`config.mk`:
```
export PLATFORM = sky130hd
export DESIGN_NAME = spine_uplink_tx
export DESIGN_NICKNAME = d
export VERILOG_FILES = /design/src/rtl/spine_uplink_tx.sv
export SDC_FILE = /design/constraint.sdc
export NUM_CORES = 1
export LEC_CHECK = 0
export ABC_AREA = 1
export BUFFER_PORTS_ARGS = -buffer_cell sky130_fd_sc_hd__buf_2
export CAP_MARGIN = 20
export CORE_MARGIN = 4
export CORE_UTILIZATION = 39
export DETAILED_ROUTE_END_ITERATION = 8
export PLACE_DENSITY_LB_ADDON = 0.3
export SLEW_MARGIN = 20
export SYNTH_ARGS = -nofsm -noshare
export SYNTH_HDL_FRONTEND = slang
export SYNTH_SLANG_ARGS = --single-unit
```
`constraint.sdc`:
```
create_clock -name clk -period 2.7 [get_ports clk]
set_clock_uncertainty 0.1 [all_clocks]
set_input_delay 0.675 -clock clk [delete_from_list [all_inputs] [get_ports clk]]
set_output_delay 0.675 -clock clk [all_outputs]
set_load 0.01 [all_outputs]
```
`src/rtl/spine_uplink_tx.sv`:
```
`default_nettype none
// ============================================================================
// Module   : spine_uplink_tx
// Brief    : Leaf-side packet transmitter into one spine router leaf port with
//            credit-based pacing; SPINE_UPLINK_CHKSUM_EN adds an XOR tail flit.
// Revision : 1.0 - initial release
// ============================================================================
module spine_uplink_tx #(
    parameter logic [3:0] GROUP_ID   = 4'b1000,
    parameter logic [1:0] LEAF_ID    = 2'd0,
    parameter int         DWIDTH     = 16,
    parameter int         FIFO_DEPTH = 8,
    parameter int         CW         = $clog2(FIFO_DEPTH + 1)
) (
    input  logic              clk,
    input  logic              reset,
    input  logic              req_valid,
    output logic              req_ready,
    input  logic [5:0]        req_dest,
    input  logic [3:0]        req_len,
    input  logic [DWIDTH-1:0] pl_data,
    input  logic              pl_valid,
    output logic              pl_ready,
    output logic [DWIDTH-1:0] spine_in_data,
    output logic              spine_in_valid,
    input  logic              credit_return,
    output logic [CW-1:0]     credit_count,
    output logic              busy,
    output logic              len_err
);

`ifdef SPINE_UPLINK_CHKSUM_EN
    typedef enum logic [1:0] {S_IDLE = 2'd0, S_HDR = 2'd1, S_PAY = 2'd2, S_TAIL = 2'd3} state_t;
`else
    typedef enum logic [1:0] {S_IDLE = 2'd0, S_HDR = 2'd1, S_PAY = 2'd2} state_t;
`endif

    localparam logic [CW-1:0] c_credit_max = CW'(FIFO_DEPTH);

    state_t            r_state;
    logic [CW-1:0]     r_credit;
    logic [DWIDTH-1:0] r_data;
    logic              r_valid;
    logic              r_len_err;
    logic [5:0]        r_dest;
    logic [2:0]        r_last_idx;   // requested length minus one
    logic [2:0]        r_cnt;
`ifdef SPINE_UPLINK_CHKSUM_EN
    logic [DWIDTH-1:0] r_acc;
`endif

    logic              w_has_credit;
    logic              w_pay_hs;
    logic              w_send;
    logic              w_ret;
    logic              w_len_ok;
    logic [CW-1:0]     w_credit_next;
    logic [DWIDTH-1:0] w_header;

    always_comb begin
        w_has_credit = (r_credit != '0);
        w_pay_hs     = (r_state == S_PAY) && pl_valid && w_has_credit;
        w_send       = w_has_credit && (r_state != S_IDLE) && ((r_state != S_PAY) || pl_valid);
        // A return while already full has no matching flit in flight.
        w_ret        = credit_return && (r_credit != c_credit_max);
        w_credit_next = r_credit + {{(CW-1){1'b0}}, w_ret} - {{(CW-1){1'b0}}, w_send};
        w_len_ok     = (req_len != 4'd0) && (req_len <= 4'd8);
        w_header       = '0;
        w_header[15:0] = {1'b1, r_dest, GROUP_ID, LEAF_ID, r_last_idx};
    end

    always_ff @(posedge clk or negedge reset) begin
        if (!reset) begin
            r_state    <= S_IDLE;
            r_credit   <= c_credit_max;
            r_data     <= '0;
            r_valid    <= 1'b0;
            r_len_err  <= 1'b0;
            r_dest     <= '0;
            r_last_idx <= '0;
            r_cnt      <= '0;
`ifdef SPINE_UPLINK_CHKSUM_EN
            r_acc      <= '0;
`endif
        end else begin
            r_credit  <= w_credit_next;
            r_valid   <= w_send;
            r_len_err <= 1'b0;
            case (r_state)
                S_IDLE: begin
                    if (req_valid) begin
                        if (w_len_ok) begin
                            r_dest     <= req_dest;
                            r_last_idx <= req_len[2:0] - 3'd1;
                            r_cnt      <= '0;
                            r_state    <= S_HDR;
                        end else begin
                            r_len_err  <= 1'b1;
                        end
                    end
                end
                S_HDR: begin
                    if (w_has_credit) begin
                        r_data  <= w_header;
`ifdef SPINE_UPLINK_CHKSUM_EN
                        r_acc   <= w_header;
`endif
                        r_state <= S_PAY;
                    end
                end
                S_PAY: begin
                    if (w_pay_hs) begin
                        r_data <= pl_data;
                        r_cnt  <= r_cnt + 3'd1;
`ifdef SPINE_UPLINK_CHKSUM_EN
                        r_acc  <= r_acc ^ pl_data;
                        if (r_cnt == r_last_idx) r_state <= S_TAIL;
`else
                        if (r_cnt == r_last_idx) r_state <= S_IDLE;
`endif
                    end
                end
`ifdef SPINE_UPLINK_CHKSUM_EN
                S_TAIL: begin
                    if (w_has_credit) begin
                        r_data  <= r_acc;
                        r_state <= S_IDLE;
                    end
                end
`endif
                default: r_state <= S_IDLE;
            endcase
        end
    end

    assign req_ready      = (r_state == S_IDLE);
    assign busy           = (r_state != S_IDLE);
    assign pl_ready       = (r_state == S_PAY) && w_has_credit;
    assign spine_in_data  = r_data;
    assign spine_in_valid = r_valid;
    assign credit_count   = r_credit;
    assign len_err        = r_len_err;

endmodule
`default_nettype wire

```
======== Word level (Yosys, flattened, before mapping) ========
Cells that the tools add are included.
operators by class
  $add $sub $neg .......................... 4
  $lt $le $gt $ge ......................... 1
  equal/unequal tests ..................... 10
  mux-type cells .......................... 16
  reductions and logical operators ........ 18
operators by type and width
  cell                 count
  $mux 16              2
  $pmux 16 s2          1
  $mux 2               5
  $mux 3               3
  $ne 2x2->1 const B   4
  $reduce_bool 4->1    2
  $logic_and 1x1->1    7
  $pmux 2 s3           1
  $pmux 3 s2           1
  $reduce_and 3->1     2
  $reduce_bool 2->1    3
  $reduce_and 5->1     1
  $add 4x1->4          1
  $le 4x4->1 const B   1
  $ne 2x1->1 const B   2
  $ne 4x4->1 const B   1
  $reduce_and 4->1     1
  $sub 4x1->4          1
  $add 3x1->3 const B  1
  $eq 3x3->1           1
  $mux 1               3
  $sub 3x1->3 const B  1
  $eq 2x1->1 const B   1
  $eq 2x2->1 const B   1
  other kinds (2)      2
word-level totals
  bits in registers ....................... 36
  input bits .............................. 31

======== Depth between registers and ports, before layout ========
Gate-level depths: netlist of run 1.
  depth after elaboration ................. 5
  depth in mapped cells ................... 12

======== Worst setup path before layout of run 1 ========
No wires, ideal clock.
  path type ............................... register to register
  start point ............................. reg r_state[0]
  end point ............................... reg r_credit[2] (netlist: credit_count[2])
  library setup time ...................... 0.123 ns
  data arrival time ....................... 1.999 ns
  setup slack ............................. 0.478 ns
  stages on the path, launching flop included .. 12
  clock period less this slack ............ 2.222 ns
  cells stage by stage .................... dfrtp_1 > nor2_4 > inv_2 > buf_6 > o211ai_1 > inv_1 > ha_1 > inv_1 > ha_1 > inv_1 > fa_1 > xnor2_1
between the ends
  cells in the longest elaborated chain, start to end .. 4
  elaborated cells between the ends (all ways) .. 6
  classes of those cells .................. 1 x add/sub; 1 x eq/ne; 4 x reduce/logical
RTL lines
  item                                                          RTL line  text
  start, declared                                               40        state_t r_state;
  start signal, assigned                                        74        r_state <= S_IDLE;
  start signal, assigned                                        96        r_state <= S_HDR;
  start signal, assigned                                        108       r_state <= S_PAY;
  $ne 2x2->1 / $reduce_bool 2->1 (equally long branches)        63        w_send = w_has_credit && (r_state != S_IDLE) && ((r_state != S_PAY) || pl_valid);
  $logic_or 1x1->1 / $logic_and 1x1->1 (equally long branches)  63
  $logic_and 1x1->1 *                                           63
  net w_send                                                    54        logic w_send;
  $sub 4x1->4 *                                                 66        w_credit_next = r_credit + {{(CW-1){1'b0}}, w_ret} - {{(CW-1){1'b0}}, w_send};
  net w_credit_next[2]                                          57        logic [CW-1:0] w_credit_next;
  end signal, assigned                                          75        r_credit <= c_credit_max;
  end signal, assigned                                          86        r_credit <= w_credit_next;
  end, declared                                                 41        logic [CW-1:0] r_credit;
Mark *: on every way through the listed nets, which the timed path passes. The rest lies on a longest branch.
A chain may end at the register's enable or synchronous reset.

======== Final worst setup path of run 1 ========
  start point ............................. reg r_credit[3] (netlist: credit_count[3])
  end point ............................... out pl_ready
between the ends
  cells in the longest elaborated chain, start to end .. 2
RTL lines
  item               RTL line  text
  $reduce_bool 4->1  61        w_has_credit = (r_credit != '0);
  $logic_and 1x1->1  138       assign pl_ready = (r_state == S_PAY) && w_has_credit;
  end, declared      23        output logic pl_ready,
No other way between the ends.

==> impl_results.md, run 1 <==
- WL/cell: 11.35 µm
- DIE WIDTH: 77.81 µm
- Run status: finished, final reports clean
- Final Non-Filler Cells: 362
- Top cell type's share of synthesized area: 0.4608
- Placed cell area: 2227 µm²
- CTS clk-pin slew, worst paths: 60 ps
- Ys async rst share: 1.000
- Initial antenna violation count: 0
- Busiest grt layer: met2
- Ys flop type: dfrtp_1
- DPL Wire Length: 2989 µm
- Register area: 902.1 µm²
- Crit path buf inv count: 3
- Number of buffers created by CTS: 5
- Reg-to-Reg End: credit_count[1]
- Syn Inst Count: 238
- CP endpoint kind: primary output
- Top Ports: 56
- Critical path arrival: 1580 ps
- Post-synth EDFFs: 0
- Max clock buf depth: 2
- Worst min path class: in -> async
- Met2 Resource Use GR: 0.2432
- Max_cap viols: 0
- PortBufs: 55
- Die height: 77.81 µm
- CTS-repair resized insts: 0
- Vias in the first global route: 1595
- Clk_lat worst skew: 290 ps
- Endpoints failing setup: 0
- Largest net degree at the start of global routing: 37
- Antenna cell count: 0
- Layout cells sized above 1: 0.2610
- Worst Hold Slack: 373.8 ps
- Hold Violations, Final: 0
- Critical path origin: credit_count[3]
- Core area: 4723 µm²
- CTS Sinks: 36
- Actual slew at the worst max-slew pin: 786.6 ps
- Crit path max fanout: 4
- Highest Clock Rate: 424.4 MHz
- Post-synth top cells: nand2_1, dfrtp_1, nand3_1
- VDD IR max: 0.3300 mV
- CP most frequent cell: inv_1
- GRT Resource Usage Total: 0.1481
- DRC Markers: 0
- Max-slew violations: 0
- Setup Crit Path Kind: reg -> out
- CTS tree: done
- Yosys top cell by area: dfrtp_1
- Multi-input gate area: 834.6 µm²
- Syn avg cell area: 7.986 µm²
- Initial DRC Count: 80
- Fin nets: 335
- Num rows: 25
- Grt total ovfl: 0
- Worst path max stage delay: 540 ps
- Synth top area cells: dfrtp_1, nand2_1, nand3_1, inv_1, ha_1
- Initial Utilization: 0.4024
- R2R cell count: 11
- Area of the die: 6054 µm²
- Lkg Pwr: 1.360 nW
- Min Tclk post-route: 2356 ps
- Post-CTS setup buffers: 0
- Yosys reg bits: 36
- Power Density: 1032 nW/µm²
- Worst reg2reg setup slack: 460 ps
- H-tree depth: 2
- GR met1 Demand/Resource: 0.1769
- Via count of the routed design: 1613
- Slew margin rel.: 0.4756
- Post-DRT Antenna Nets: 0
- Count of cell types in the netlist: 22
- Post-route cell area: 2305 µm²
- RSZ-0062 raised after global routing: no
- Setup tns final: 0 ps
- Routability cong.: 0.7512
- Area Growth Syn to Fin: 21.26%
- 1st-pass router iterations: 4
- Hold buffer count at cts: 0
- Syn nets: 278
- Worst path slowest cell: dfstp_2
- Most common cell in the netlist: nand2_1
- CP Cell Sequence: inv_1 -> ha_1 -> nand3_2 -> inv_1 -> nor2_1 -> buf_2
- Post-Route WL: 4107 µm
- Placed cells: 355
- Clk root buf: clkbuf_8
- Family with the most delay on the worst path: flip-flops
- Seq/Total Area, Yosys: 0.4747
- First-pass GRT wire length: 7169 µm
- Crit start category: flop
- Final Cycle Share: 0.8727
- Post-synth design cell area: 1901 µm²
- Fillcell total: 480
- Vias/cell: 4.456
- R2R Path Start: credit_count[3]
- Ys Warns: 0
- CP required: 1920 ps
- Met3 GRT Util: 0.04988
- CP Depth: 6
==> logic make-up after synthesis <==
kind of cell,synth area share
compound gates,0.02502
fa+ha+maj,0.06320
simple gates,0.3371
flops,0.4747
buf+inv,0.08624
xor+xnor,0.01383
==> report_power, final <==
part / switching (mW) / leakage [nW] / internal (mW) / total, mW
registers: 0.151 / 0.443 / 0.795 / 0.946
clock network: 0.179 / 0.0410 / 0.175 / 0.354
logic: 0.636 / 0.876 / 0.441 / 1.08
==> per-stage QoR <==
stage	power, mW	worst slack [ps]	util
2_1_floorplan	1.696	478.5	-
3_3_place_gp	2.021	402.7	0.4715
3_5_place_dp	2.051	374.1	0.4715
4_1_cts	2.418	341.8	0.4879
5_1_grt	2.619	285.8	0.4879
6_report	2.378	343.7	0.4879
==> per-layer routing <==
metal	up-vias	wire length, µm	part of all wire
li1	846	-	-
met1	720	1826	0.44
met2	38	1900	0.46
met3	9	295	0.072
met4	0	85	0.021
met5	-	0	0
==> how the worst max path moves through the flow <==
| stage | end | slack (ps) |
|---|---|---|
| floorplan | credit_count[2] | 480 |
| finish | pl_ready | 340 |
| detailed placement | credit_count[1] | 370 |
| CTS | pl_ready | 340 |
| global placement | credit_count[2] | 400 |
| global route | pl_ready | 290 |
==> layout by cell type, fill, tap and decap left out <==
cell / count
clkbuf_1: 1
or2_1: 2
clkbuf_8: 5
dfstp_2: 1
inv_1: 28
fa_1: 1
nor3_1: 1
buf_2: 55
buf_4: 2
inv_2: 3
o211ai_1: 1
nor2_4: 2
xnor2_1: 3
ha_1: 8
a21oi_1: 2
nand2_1: 92
o21ai_0: 6
nand2_2: 2
dfrtp_1: 35
nand3_2: 2
nand2_4: 3
nor2_2: 1
nand3_1: 32
clkinv_2: 1
nor2_1: 6
==> area by class of cell <==
type | instances | share of cell area
Multi-Input combinational cell | 164 | 0.3621
Sequential cell | 36 | 0.3914
Tap cell | 67 | 0.03637
Inverter | 31 | 0.05049
Clock buffer | 6 | 0.03149
Clock inverter | 1 | 0.002172
Timing Repair Buffer | 57 | 0.1259
==> registers in the layout, summed over array words and instances (netlist names) <==
| register | count |
|---|---|
| credit_count | 4 |
| len_err | 1 |
| r_cnt | 3 |
| r_dest | 6 |
| r_last_idx | 3 |
| r_state | 2 |
| spine_in_data | 16 |
| spine_in_valid | 1 |
No activity file was read; power rests on OpenSTA's default activity.
==> inputs of run 2 (changes only) <==
--- a/config.mk
+++ b/config.mk
@@ -6,12 +6,14 @@
 export NUM_CORES = 1
 export LEC_CHECK = 0
 export ABC_AREA = 1
-export BUFFER_PORTS_ARGS = -buffer_cell sky130_fd_sc_hd__buf_2
 export CAP_MARGIN = 20
 export CORE_MARGIN = 4
 export CORE_UTILIZATION = 39
 export DETAILED_ROUTE_END_ITERATION = 8
+export DONT_BUFFER_PORTS = 1
+export MAX_ROUTING_LAYER = met4
 export PLACE_DENSITY_LB_ADDON = 0.3
+export RECOVER_POWER = 100
 export SLEW_MARGIN = 20
 export SYNTH_ARGS = -nofsm -noshare
 export SYNTH_HDL_FRONTEND = slang
==> run 2 against run 1 <==
The run now ends with capacitance limit, slew limit left. Global-route usage up 0.90 points. Design area down 11%. Critical endpoint unchanged. Largest cell class unchanged. Non-clock buffer count down 54. Setup slack worse by 77 ps. Total power down 3.1%. Sequential power up 11%. Highest routed layer unchanged.
==> impl_results.md, run 2 (synthesis results as in run 1) <==
- CTS Sinks: 36 (unchanged)
- Sw Pwr: 0.9265 mW (-4.1%)
- CP required: 1920 ps (about the same)
- Top Ports: 56 (unchanged)
- Sw Ratio: 0.4019 (-0.004540)
- Antenna cell count: 0 (unchanged)
- WL/cell: 13.26 µm (+17%)
- Clk pwr share: 0.201 (+0.052)
- Worst Hold Slack: 128.7 ps (-245.2 ps)
- Worst min path class: in -> async
- Failing checks: capacitance limit, slew limit
- CTS clk-pin slew, worst paths: 60 ps (about the same)
- Post-DRT Antenna Nets: 0 (unchanged)
- Largest net degree at the start of global routing: 36 (-2.7%)
- Max-slew violations: 36 (+36)
- Commonest non-fill, non-tap cell in the layout: nand2_1
- Combinational share of power: 0.343 (-0.110)
- Lkg Pwr: 1.141 nW (-16%)
- DIE WIDTH: 77.81 µm (unchanged)
- Fillcell total: 512 (+6.7%)
- DPL Wire Length: 2846 µm (-4.8%)
- Initial Utilization: 0.4024 (unchanged)
- DRC Markers: 0 (unchanged)
- Fin nets: 281 (-16%)
- CP endpoint kind: primary output
- Grt total ovfl: 0 (unchanged)
- VDD IR max: 0.2782 mV (-16%)
- Final Cycle Share: 0.9011 (+0.02837)
- Max reg flops: 16 (unchanged)
- H-tree depth: 2 (unchanged)
- Crit path max fanout: 4 (unchanged)
- Highest Clock Rate: 411.0 MHz (-3.1%)
- Area of the die: 6054 µm² (unchanged)
- Run status: finished with violations
- Pre-CTS WS: 420.6 ps (+46.59 ps)
- Die height: 77.81 µm (unchanged)
- Via count of the routed design: 1438 (-11%)
- Hold Violations, Final: 0 (unchanged)
- Actual slew at the worst max-slew pin: 1896 ps (+1109 ps)
- Flop pwr share: 0.456 (+0.058)
- RSZ-0062 raised after global routing: no
- Max_cap viols: 1 (+1)
- P_int: 1.379 mW (-2.3%)
- Critical path arrival: 1660 ps (+80 ps)
- Post-Route WL: 4096 µm (-0.27%)
- Min Tclk post-route: 2433 ps (+76.59 ps)
- Endpoints failing setup: 0 (unchanged)
- Clk root buf: clkbuf_8
- Layout cells sized above 1: 0.07438 (-0.1866)
- Area Growth Syn to Fin: 7.373%
- Crit start category: flop
- Post-CTS setup buffers: 0 (unchanged)
- Power Density: 1130 nW/µm² (+9.5%)
- Num rows: 25 (unchanged)
- Setup slack after layout: 267.2 ps (-76.59 ps)
- Slew margin rel.: -0.2639 (-0.7395)
- PortBufs: 0 (-100%)
- Setup tns final: 0 ps (unchanged)
- 1st-pass router iterations: 4 (unchanged)
- First-pass GRT wire length: 7293 µm (+1.7%)
- Core area: 4723 µm² (unchanged)
- CTS tree: done
- Clk_lat worst skew: 290 ps (about the same)
- Max clock buf depth: 2 (unchanged)
- Vias/cell: 4.654 (+4.4%)
- Vias in the first global route: 1546 (-3.1%)
- Number of buffers created by CTS: 5 (unchanged)
- Initial antenna violation count: 0 (unchanged)
- Routability cong.: 0.7768 (+3.4%)
- Initial DRC Count: 51 (-36%)
- GRT Resource Usage Total: 0.1571 (+0.008990)
- Setup Crit Path Kind: reg -> out
- Most frequent cells in the layout: nand2_1, dfrtp_1, nand3_1
## run 2: stage by stage
step	instances	util	total power, mW	cell area [µm²]
after detailed placement	300	0.4132	1.874	1952
after floorplan	238	-	1.696	1901
after CTS	309	0.4403	2.366	2079
after global routing	309	0.4321	2.548	2041
final	309	0.4321	2.305	2041
after global placement	300	0.4132	1.845	1952
## run 2: what timing repair did
action | in CTS | in global routing
hold endpoints to repair | 35 | 0
resized for setup | 0 | 0
hold buffers | 1 | 0
## run 2: worst paths after layout
path,startpoint,end,slack [ps],depth (start not counted)
setup / recovery,credit_count[3],pl_ready,270,5
hold / removal,reset,credit_count[3],130,0
setup reg to reg,credit_count[3],credit_count[2],340,11
hold reg to reg,r_dest[1],r_dest[1],370,2
max in group asynchronous,reset,r_state[0],610,1
min in group clk,r_dest[1],r_dest[1],370,2
## run 2: metal layers
metal  track usage  routed length (µm)  vias up
met1        0.1791                1890      654
li1              -                   -      741
met5             -                   0        -
met2        0.2628                1928       37
met3       0.04524                 214        6
met4       0.05516                  62        0
## run 2: power by group through the flow
stage	clock [mW]	combinational [mW]	sequential [mW]
2_1_floorplan	0	0.684	1.01
3_3_place_gp	0	0.784	1.06
3_5_place_dp	0	0.803	1.07
4_1_cts	0.482	0.823	1.06
5_1_grt	0.508	0.952	1.09
6_report	0.463	0.791	1.05
## run 2: final cells by class
cell class	count	area (µm²)	share of cell area
Clock buffer	6	72.57	0.03556
Clock inverter	2	35.03	0.01717
Inverter	31	116.4	0.05702
Multi-Input combinational cell	164	812.0	0.3979
Sequential cell	36	902.1	0.4421
Tap cell	67	83.83	0.04108
Timing Repair Buffer	3	18.77	0.009197
## run 2: worst max-delay path, cell delays in order (launching register included)
cell	delay, ps
dfstp_2	570
inv_1	50
ha_1	180
nand3_1	170
inv_1	80
nor2_1	330
